File: src/rtl/meta_write_arbiter_pkg.sv
// meta_write_arbiter_pkg: shared metadata widths, request struct and sizing helper.
package meta_write_arbiter_pkg;

    localparam int META_IDX_W = 6;
    localparam int META_WAYS  = 8;
    localparam int META_TAG_W = 21;
    localparam int META_COH_W = 2;

    typedef struct packed {
        logic [META_IDX_W-1:0] idx;
        logic [META_WAYS-1:0]  way_en;
        logic [META_COH_W-1:0] coh_state;
        logic [META_TAG_W-1:0] tag;
    } meta_write_req_t;

    function automatic int sel_w(int n);
        return n > 1 ? $clog2(n) : 1;
    endfunction

endpackage

File: src/rtl/meta_write_arbiter_picker.sv
// rr_priority_picker: first asserted request at or after ptr, wrapping; ptr=0 gives fixed priority.
module rr_priority_picker #(
    parameter int N  = 4,
    parameter int IW = 2
) (
    input  logic [N-1:0]  req,
    input  logic [IW-1:0] ptr,
    output logic [N-1:0]  grant,
    output logic [IW-1:0] idx
);

    localparam logic [IW:0] NW = (IW+1)'(N);

    logic [N-1:0]  rot;
    logic [IW-1:0] off;
    logic [IW:0]   sum;

    // rotate so the search always starts at bit 0, then map the offset back
    assign rot = N'({req, req} >> ptr);

    always_comb begin
        off = '0;
        for (int k = N - 1; k >= 0; k--)
            if (rot[k]) off = IW'(k);
    end

    assign sum   = {1'b0, ptr} + {1'b0, off};
    assign idx   = IW'(sum >= NW ? sum - NW : sum);
    assign grant = |req ? N'(1) << idx : '0;

endmodule

File: src/rtl/meta_write_arbiter.sv
// meta_write_arbiter: N-way metadata write arbiter with a registered one-deep output slot.
module meta_write_arbiter
    import meta_write_arbiter_pkg::*;
#(
    parameter int N_IN    = 4,
    parameter int RR_MODE = 1,
    parameter int IDX_W   = META_IDX_W,
    parameter int WAYS    = META_WAYS,
    parameter int TAG_W   = META_TAG_W,
    parameter int COH_W   = META_COH_W
) (
    input  logic                      clock,
    input  logic                      reset,
    input  logic [N_IN-1:0]           io_in_valid,
    output logic [N_IN-1:0]           io_in_ready,
    input  logic [N_IN*IDX_W-1:0]     io_in_bits_idx,
    input  logic [N_IN*WAYS-1:0]      io_in_bits_way_en,
    input  logic [N_IN*COH_W-1:0]     io_in_bits_data_coh_state,
    input  logic [N_IN*TAG_W-1:0]     io_in_bits_data_tag,
    input  logic                      io_out_ready,
    output logic                      io_out_valid,
    output logic [IDX_W-1:0]          io_out_bits_idx,
    output logic [WAYS-1:0]           io_out_bits_way_en,
    output logic [COH_W-1:0]          io_out_bits_data_coh_state,
    output logic [TAG_W-1:0]          io_out_bits_data_tag,
    output logic [sel_w(N_IN)-1:0]    io_out_chosen
);

    localparam int CW = sel_w(N_IN);

    logic            enable;
    logic            any;
    logic [N_IN-1:0] grant;
    logic [CW-1:0]   w;
    logic [CW-1:0]   ptr;

    logic [IDX_W-1:0] idx_a [N_IN];
    logic [WAYS-1:0]  way_a [N_IN];
    logic [COH_W-1:0] coh_a [N_IN];
    logic [TAG_W-1:0] tag_a [N_IN];

    for (genvar i = 0; i < N_IN; i++) begin : g_slice
        assign idx_a[i] = io_in_bits_idx[i*IDX_W +: IDX_W];
        assign way_a[i] = io_in_bits_way_en[i*WAYS +: WAYS];
        assign coh_a[i] = io_in_bits_data_coh_state[i*COH_W +: COH_W];
        assign tag_a[i] = io_in_bits_data_tag[i*TAG_W +: TAG_W];
    end

    rr_priority_picker #(.N(N_IN), .IW(CW)) u_pick (
        .req   (io_in_valid),
        .ptr   (RR_MODE != 0 ? ptr : CW'(0)),
        .grant (grant),
        .idx   (w)
    );

    assign enable      = ~io_out_valid | io_out_ready;
    assign any         = |io_in_valid;
    // a single requester sees the free slot directly, valid or not
    assign io_in_ready = N_IN == 1 ? {N_IN{enable}} : (enable ? grant : '0);

    always_ff @(posedge clock or posedge reset) begin
        if (reset) begin
            io_out_valid               <= 1'b0;
            io_out_bits_idx            <= '0;
            io_out_bits_way_en         <= '0;
            io_out_bits_data_coh_state <= '0;
            io_out_bits_data_tag       <= '0;
            io_out_chosen              <= '0;
            ptr                        <= '0;
        end else if (enable) begin
            io_out_valid <= any;
            if (any) begin
                io_out_bits_idx            <= idx_a[w];
                io_out_bits_way_en         <= way_a[w];
                io_out_bits_data_coh_state <= coh_a[w];
                io_out_bits_data_tag       <= tag_a[w];
                io_out_chosen              <= w;
                if (RR_MODE != 0) ptr <= w == CW'(N_IN - 1) ? '0 : w + CW'(1);
            end
        end
    end

endmodule

File: config.mk
export PLATFORM = sky130hd
export DESIGN_NAME = meta_write_arbiter
export DESIGN_NICKNAME = d
export VERILOG_FILES = /design/src/rtl/meta_write_arbiter_pkg.sv /design/src/rtl/meta_write_arbiter_picker.sv /design/src/rtl/meta_write_arbiter.sv
export SDC_FILE = /design/constraint.sdc
export NUM_CORES = 1
export LEC_CHECK = 0
export ABC_AREA = 1
export CORE_MARGIN = 1
export CORE_UTILIZATION = 33
export CTS_CLUSTER_SIZE = 30
export DETAILED_ROUTE_END_ITERATION = 8
export PLACE_DENSITY = 0.77
export SKIP_LAST_GASP = 1
export SYNTH_ARGS = -nofsm -noshare
export SYNTH_HDL_FRONTEND = slang
export SYNTH_SLANG_ARGS = --single-unit
File: constraint.sdc
create_clock -name clock -period 2.4 [get_ports clock]
set_input_delay 0.36 -clock clock [delete_from_list [all_inputs] [get_ports clock]]
set_output_delay 0.36 -clock clock [all_outputs]
set_load 0.02 [all_outputs]
=== After elaboration in Yosys (flattened, before gate mapping) ===
Cells that the tools add are included.

* Bitwise operators: 3
* $lt $le $gt $ge: 2
* Eq/ne operators: 1
* Shifts and indexed selects: 2
* Multiplexer cells: 20
* Reductions and logical operators: 2
* $add $sub $neg: 3

{| class="wikitable"
|+ Operators by type and width
! kind !! number
|-
| $bmux W21 S2 || 1
|-
| $mux W21 || 2
|-
| $bmux W8 S2 || 1
|-
| $mux W2 || 8
|-
| $mux W8 || 2
|-
| $bmux W6 S2 || 1
|-
| $mux W6 || 2
|-
| $mux W4 || 2
|-
| $shr A8 B2 Y4 || 1
|-
| $ge A3 B3 Y1 const B || 2
|-
| $bmux W2 S2 || 1
|-
| $reduce_or A4 Y1 || 1
|-
| $shl A1 B2 Y4 const A || 1
|-
| $add A2 B2 Y3 || 1
|-
| $not A2 Y3 || 1
|-
| $add A2 B1 Y2 const B || 1
|-
| $eq A2 B2 Y1 const B || 1
|-
| $reduce_and A2 Y1 || 1
|-
| $sub A2 B1 Y2 const B || 1
|-
| $not A1 Y1 || 1
|-
| $or A1 B1 Y1 || 1
|}

* Bits of input ports: 155
* Logic and storage cells: 40
* Output and inout bits: 44
* Flip-flop bits (word level): 42

=== Depth between registers and ports, before layout ===
* Word-level depth: 12
* Gate-level depth with buffers: 15
* Mapped depth without buffers: 14

=== By module ===
From an unflattened synthesis, not the netlist that was laid out.

* Cells, all modules: 668
* Area, all modules: 3627.2 µm²

{| class="wikitable"
|+ Modules (own cells, without submodules)
! module !! area each (µm²) !! times used !! seq. area each (µm²) !! cells an instance
|-
| meta_write_arbiter || 3405.8 || 1 || 1051.0 || 624
|-
| rr_priority_picker || 221.5 || 1 || 0.0 || 44
|}

=== Least setup slack after synthesis ===
Ideal clock, no wire load.

* Kind: register to output
* From: register ptr[0]
* To: output io_in_ready[1]
* Arrival: 2296 ps
* Setup slack: -256 ps
* Data required time: 2040 ps
* Cell stages (with the launch flop): 13
* Buffers on the path: 3
* Cell sequence: dfrtp_1 > inv_2 > nand2_1 > nand3_1 > nand2_1 > nand3_1 > a21boi_0 > ha_1 > clkbuf_1 > buf_2 > buf_2 > inv_1 > nor3_1

* Longest elaborated chain between the ends: 11
* Elaborated cells between the ends (all ways): 12
* Those cells by class: add/sub (2); order compare (1); shift (2); mux (7)

{| class="wikitable"
|+ RTL lines
! what !! RTL line !! text
|-
| from (decl) || meta_write_arbiter.sv:35 || <nowiki>logic [CW-1:0] ptr;</nowiki>
|-
| from (signal assigned) || meta_write_arbiter.sv:78 || <nowiki>if (RR_MODE != 0) ptr <= w == CW'(N_IN - 1) ? '0 : w + CW'(1);</nowiki>
|-
| $shr A8 B2 Y4 || meta_write_arbiter_picker.sv:19 || <nowiki>assign rot = N'({req, req} >> ptr);</nowiki>
|-
| $mux W2 (4 in a row) || meta_write_arbiter_picker.sv:24 || <nowiki>if (rot[k]) off = IW'(k);</nowiki>
|-
| $add A2 B2 Y3 (*) || meta_write_arbiter_picker.sv:27 || <nowiki>assign sum = {1'b0, ptr} + {1'b0, off};</nowiki>
|-
| $ge A3 B3 Y1 / $sub A2 B1 Y2 (equally long branches) || meta_write_arbiter_picker.sv:28 || <nowiki>assign idx = IW'(sum >= NW ? sum - NW : sum);</nowiki>
|-
| $mux W2 (*) || meta_write_arbiter_picker.sv:28 ||
|-
| net u_pick.idx[0] || meta_write_arbiter_picker.sv:9 || <nowiki>output logic [IW-1:0] idx</nowiki>
|-
| $shl A1 B2 Y4 (*) || meta_write_arbiter_picker.sv:29 || <nowiki>assign grant = |req ? N'(1) << idx : '0;</nowiki>
|-
| $mux W4 (*) || meta_write_arbiter_picker.sv:29 ||
|-
| $mux W4 (*) || meta_write_arbiter.sv:59 || <nowiki>assign io_in_ready = N_IN == 1 ? {N_IN{enable}} : (enable ? grant : '0);</nowiki>
|-
| to (decl) || meta_write_arbiter.sv:15 || <nowiki>output logic [N_IN-1:0] io_in_ready,</nowiki>
|}

The timed path passes the listed nets; every way through them passes the cells marked *.

=== Final worst setup path ===
* From: register ptr[0]
* To: output io_in_ready[3]

* Longest elaborated chain between the ends: 11
* Elaborated cells between the ends (all ways): 12
* Those cells by class: add/sub (2); order compare (1); shift (2); mux (7)

{| class="wikitable"
|+ RTL lines
! what !! RTL line
|-
| $shr A8 B2 Y4 || meta_write_arbiter_picker.sv:19
|-
| $mux W2 (4 in a row) || meta_write_arbiter_picker.sv:24
|-
| $add A2 B2 Y3 (*) || meta_write_arbiter_picker.sv:27
|-
| $ge A3 B3 Y1 / $sub A2 B1 Y2 (equally long branches) || meta_write_arbiter_picker.sv:28
|-
| $mux W2 (*) || meta_write_arbiter_picker.sv:28
|-
| $shl A1 B2 Y4 (*) || meta_write_arbiter_picker.sv:29
|-
| $mux W4 (*) || meta_write_arbiter_picker.sv:29
|-
| $mux W4 (*) || meta_write_arbiter.sv:59
|}

Every way passes the cells marked *; elsewhere a longest branch is shown, timed or not.

==> results.ini <==
[status]
status=finished, violations left
violations=design-rule violations, negative setup slack

[synthesis]
synth-edff-count=0
synth_common_cells=nand2_1, mux2i_1, nand3_1
synthSimpleGateAreaFrac_pct=32.62
yosys-top-cells-area=dfrtp_1, mux2i_1, nand2_1
synthArstFlopShare_pct=100.0
synth_mux_area_share_pct=24.26
synth_xor_area_share_pct=0.2869
yosysUniqueCellTypes=23
yosysWarnings=0
synth_top_area_share_pct=34.43
yosysMostFrequentCell=nand2_1
syn-num-nets=542
synth_compound_area_share_pct=1.393
synth_top_family_by_area=simple AND/OR/NAND/NOR gates
seq_area_frac_synth_pct=34.43
synth_top_flop_cell=dfrtp_1
synthAdderAreaFrac_pct=0.8197
syn_area_sq_um=3053
yosysTopAreaCell=dfrtp_1
syn-instance-count=385
syn_area_per_cell_sq_um=7.930
synth-seq-cells=42

[placed_design]
gp_congestion=0.8326
placed_cells=682
portBuffers=198
dpl_cell_area_sq_um=5235
dpl.hpwl_microns=7737

[critical_path]
crit_path_end_kind=primary output
worst-setup-path-type=flip-flop to primary output
crit_fanout=6
path_delay_family=simple AND/OR/NAND/NOR gates
cp-start-kind=flip-flop
crit_chain=inv_4 -> nand2_2 -> nand3_2 -> nand2_2 -> nand3_2 -> a21boi_2 -> ha_4 -> xor2_4 -> inv_2 -> nand3_4 -> nand2_4 -> ha_4 -> inv_2 -> nor2_4 -> buf_6
critPathArrivalTime_ns=2.28
cp.required_ns=2.04
cpPeakStageDelay_ns=0.45
timing.critical_path.buf_inv=4
cpMaxStageDelayCell=dfrtp_2

[pwr]
leakagePower_nw=2.553
power_density_nw_per_um2=1579
ir_drop_mv=1.485

[sta]
finalCritPeriodShare_pct=110.2
timing.fmax_mhz=378.1
tightest_slew_ns=0.5254
rsz0062_at_grt=true
skew_ns=0.005446
setup_slack_ns=-0.2448
slew_violations=0
slew_headroom_pct=64.98
post-route-min-period_ns=2.645
finalHoldViolations=0
setup_violations=4

[clock_network]
cts_hold_buf=0
numCtsBuffers=5
root_buffer=clkbuf_8
cts_tree=yes
htree_levels=2
clock-sinks=42
worstSkewPairLatency_ns=0.29
clockBufferDepth=2
cts.clk_slew.worst_paths_ns=0.08

[routing]
wl_per_cell_microns=15.12
drc=15
first_pass_iters=6
drt_iter0_drc=109
wl_microns=10510
viasPerCell=4.974
vias=3457
antenna_left=0

[global_route]
grt_use_total_pct=21.63
grt_pass1_vias=3569
grt_max_degree=43
grt-ovfl-total=0
antenna_found_initial=0
grt_pass1_wl_microns=16690

[die]
die_area_sq_um=9640
floorplan.initialDensity_pct=34.50
ioPinCount=199
core_sq_um=8848
rows=34
die_y_microns=98.19
die_w_microns=98.19

[cells_and_area]
instances_no_fill=695
layout.nets=743
final_cell_area_sq_um=5513
area_delta_synth_final_pct=80.57
drive_gt1_share_pct=14.31
antenna-diode-count=0

[hold_path]
hold_class=flip-flop to flip-flop

[run]
maxCapViolations=0

[metal layers]
| metal | share of wire [%] | wire length (microns) | global-route usage [%] |
|---|---|---|---|
| met5 | 0 | 0 | 0 |
| met4 | 2.4 | 252 | 7.348 |
| met3 | 8.8 | 927 | 5.225 |
| met2 | 51 | 5392 | 40.52 |
| met1 | 37 | 3935 | 23.73 |
[worst min-delay path, cell delays in order (launching register included)]
cell	delay (ns)
dfrtp_1	0.34
nand2_1	0.05
nand2_1	0.06
[cell usage in the layout (no fill, tap or decap)]
cell type,count
a21boi_2,1
a21oi_4,1
a31oi_1,1
buf_12,2
buf_4,20
buf_6,5
buf_8,2
clkbuf_1,1
clkbuf_8,6
clkdlybuf4s50_1,190
clkinv_2,1
dfrtp_1,40
dfrtp_2,2
dlygate4sd2_1,4
ha_4,2
inv_1,1
inv_2,7
inv_4,1
mux2i_1,74
nand2_1,119
nand2_2,9
nand2_4,2
nand3_1,66
nand3_2,17
nand3_4,1
nor2_1,2
nor2_4,3
nor3_4,1
nor4_1,1
o21a_1,1
o21ai_0,2
o22ai_1,1
xor2_4,1
[stage by stage]
| stage | TNS (ns) | setup slack (ns) | hold slack (ns) | total power (W) | utilization, % |
|---|---|---|---|---|---|
| floorplan | 0 | 0.01653 | 0.4676 | 0.005840 | - |
| global placement | -18.95 | -0.8076 | 0.4608 | 0.007553 | 59.16 |
| global route | -1.302 | -0.3338 | 0.5014 | 0.009400 | 62.30 |
| CTS | -0.6112 | -0.1825 | 0.4845 | 0.008492 | 61.50 |
| finish | -0.8596 | -0.2448 | 0.4795 | 0.008704 | 62.30 |
| detailed placement | -25.09 | -0.9390 | 0.4641 | 0.007717 | 59.16 |
[cell type report]
class	count	area, sq um
Fill cell	756	3336
Tap cell	108	135.1
Clock inverter	1	5.005
Multi-Input combinational cell	305	1983
Clock buffer	7	86.33
Timing Repair Buffer	223	2213
Inverter	9	36.28
Sequential cell	42	1054
[report_power, final]
| part | switching, W | internal (W) | total [W] | leakage (nW) |
|---|---|---|---|---|
| sequential | 0.000210 | 0.00108 | 0.00129 | 0.498 |
| clock | 0.000234 | 0.000232 | 0.000466 | 0.0482 |
| combinational | 0.00373 | 0.00322 | 0.00695 | 2.01 |
| total | 0.00417 | 0.00453 | 0.00870 | 2.55 |
[cell families after synthesis]
family,after synthesis
simple gates,221
mux,74
flops,42
buf+inv,38
compound gates,7
fa+ha+maj,2
xor+xnor,1
[state kept, by name, summed over array words and instances (netlist names)]
register                    flops
io_out_bits_data_tag           21
io_out_bits_way_en              8
io_out_bits_idx                 6
io_out_bits_data_coh_state      2
io_out_chosen                   2
ptr                             2
io_out_valid                    1
[timing repair]
item                                   CTS  global route
setup buffers                            5             0
setup endpoints to repair               42            42
pin swaps                                7             4
gates resized for setup                 51            18
endpoints found under the hold margin    0             0
[worst paths after layout]
path	slack [ns]	endpoint	cells after the start	start
setup / recovery	-0.24	io_in_ready[3]	15	ptr[0]
hold / removal	0.48	io_out_bits_way_en[3]	2	io_out_bits_way_en[3]
setup reg to reg	0.08	io_out_bits_data_tag[7]	15	ptr[0]
hold reg to reg	0.48	io_out_bits_way_en[3]	2	io_out_bits_way_en[3]
max in group asynchronous	1.49	ptr[0]	3	reset
min in group asynchronous	0.52	io_out_chosen[0]	3	reset
Note: power is estimated with default switching activity, not from simulation.
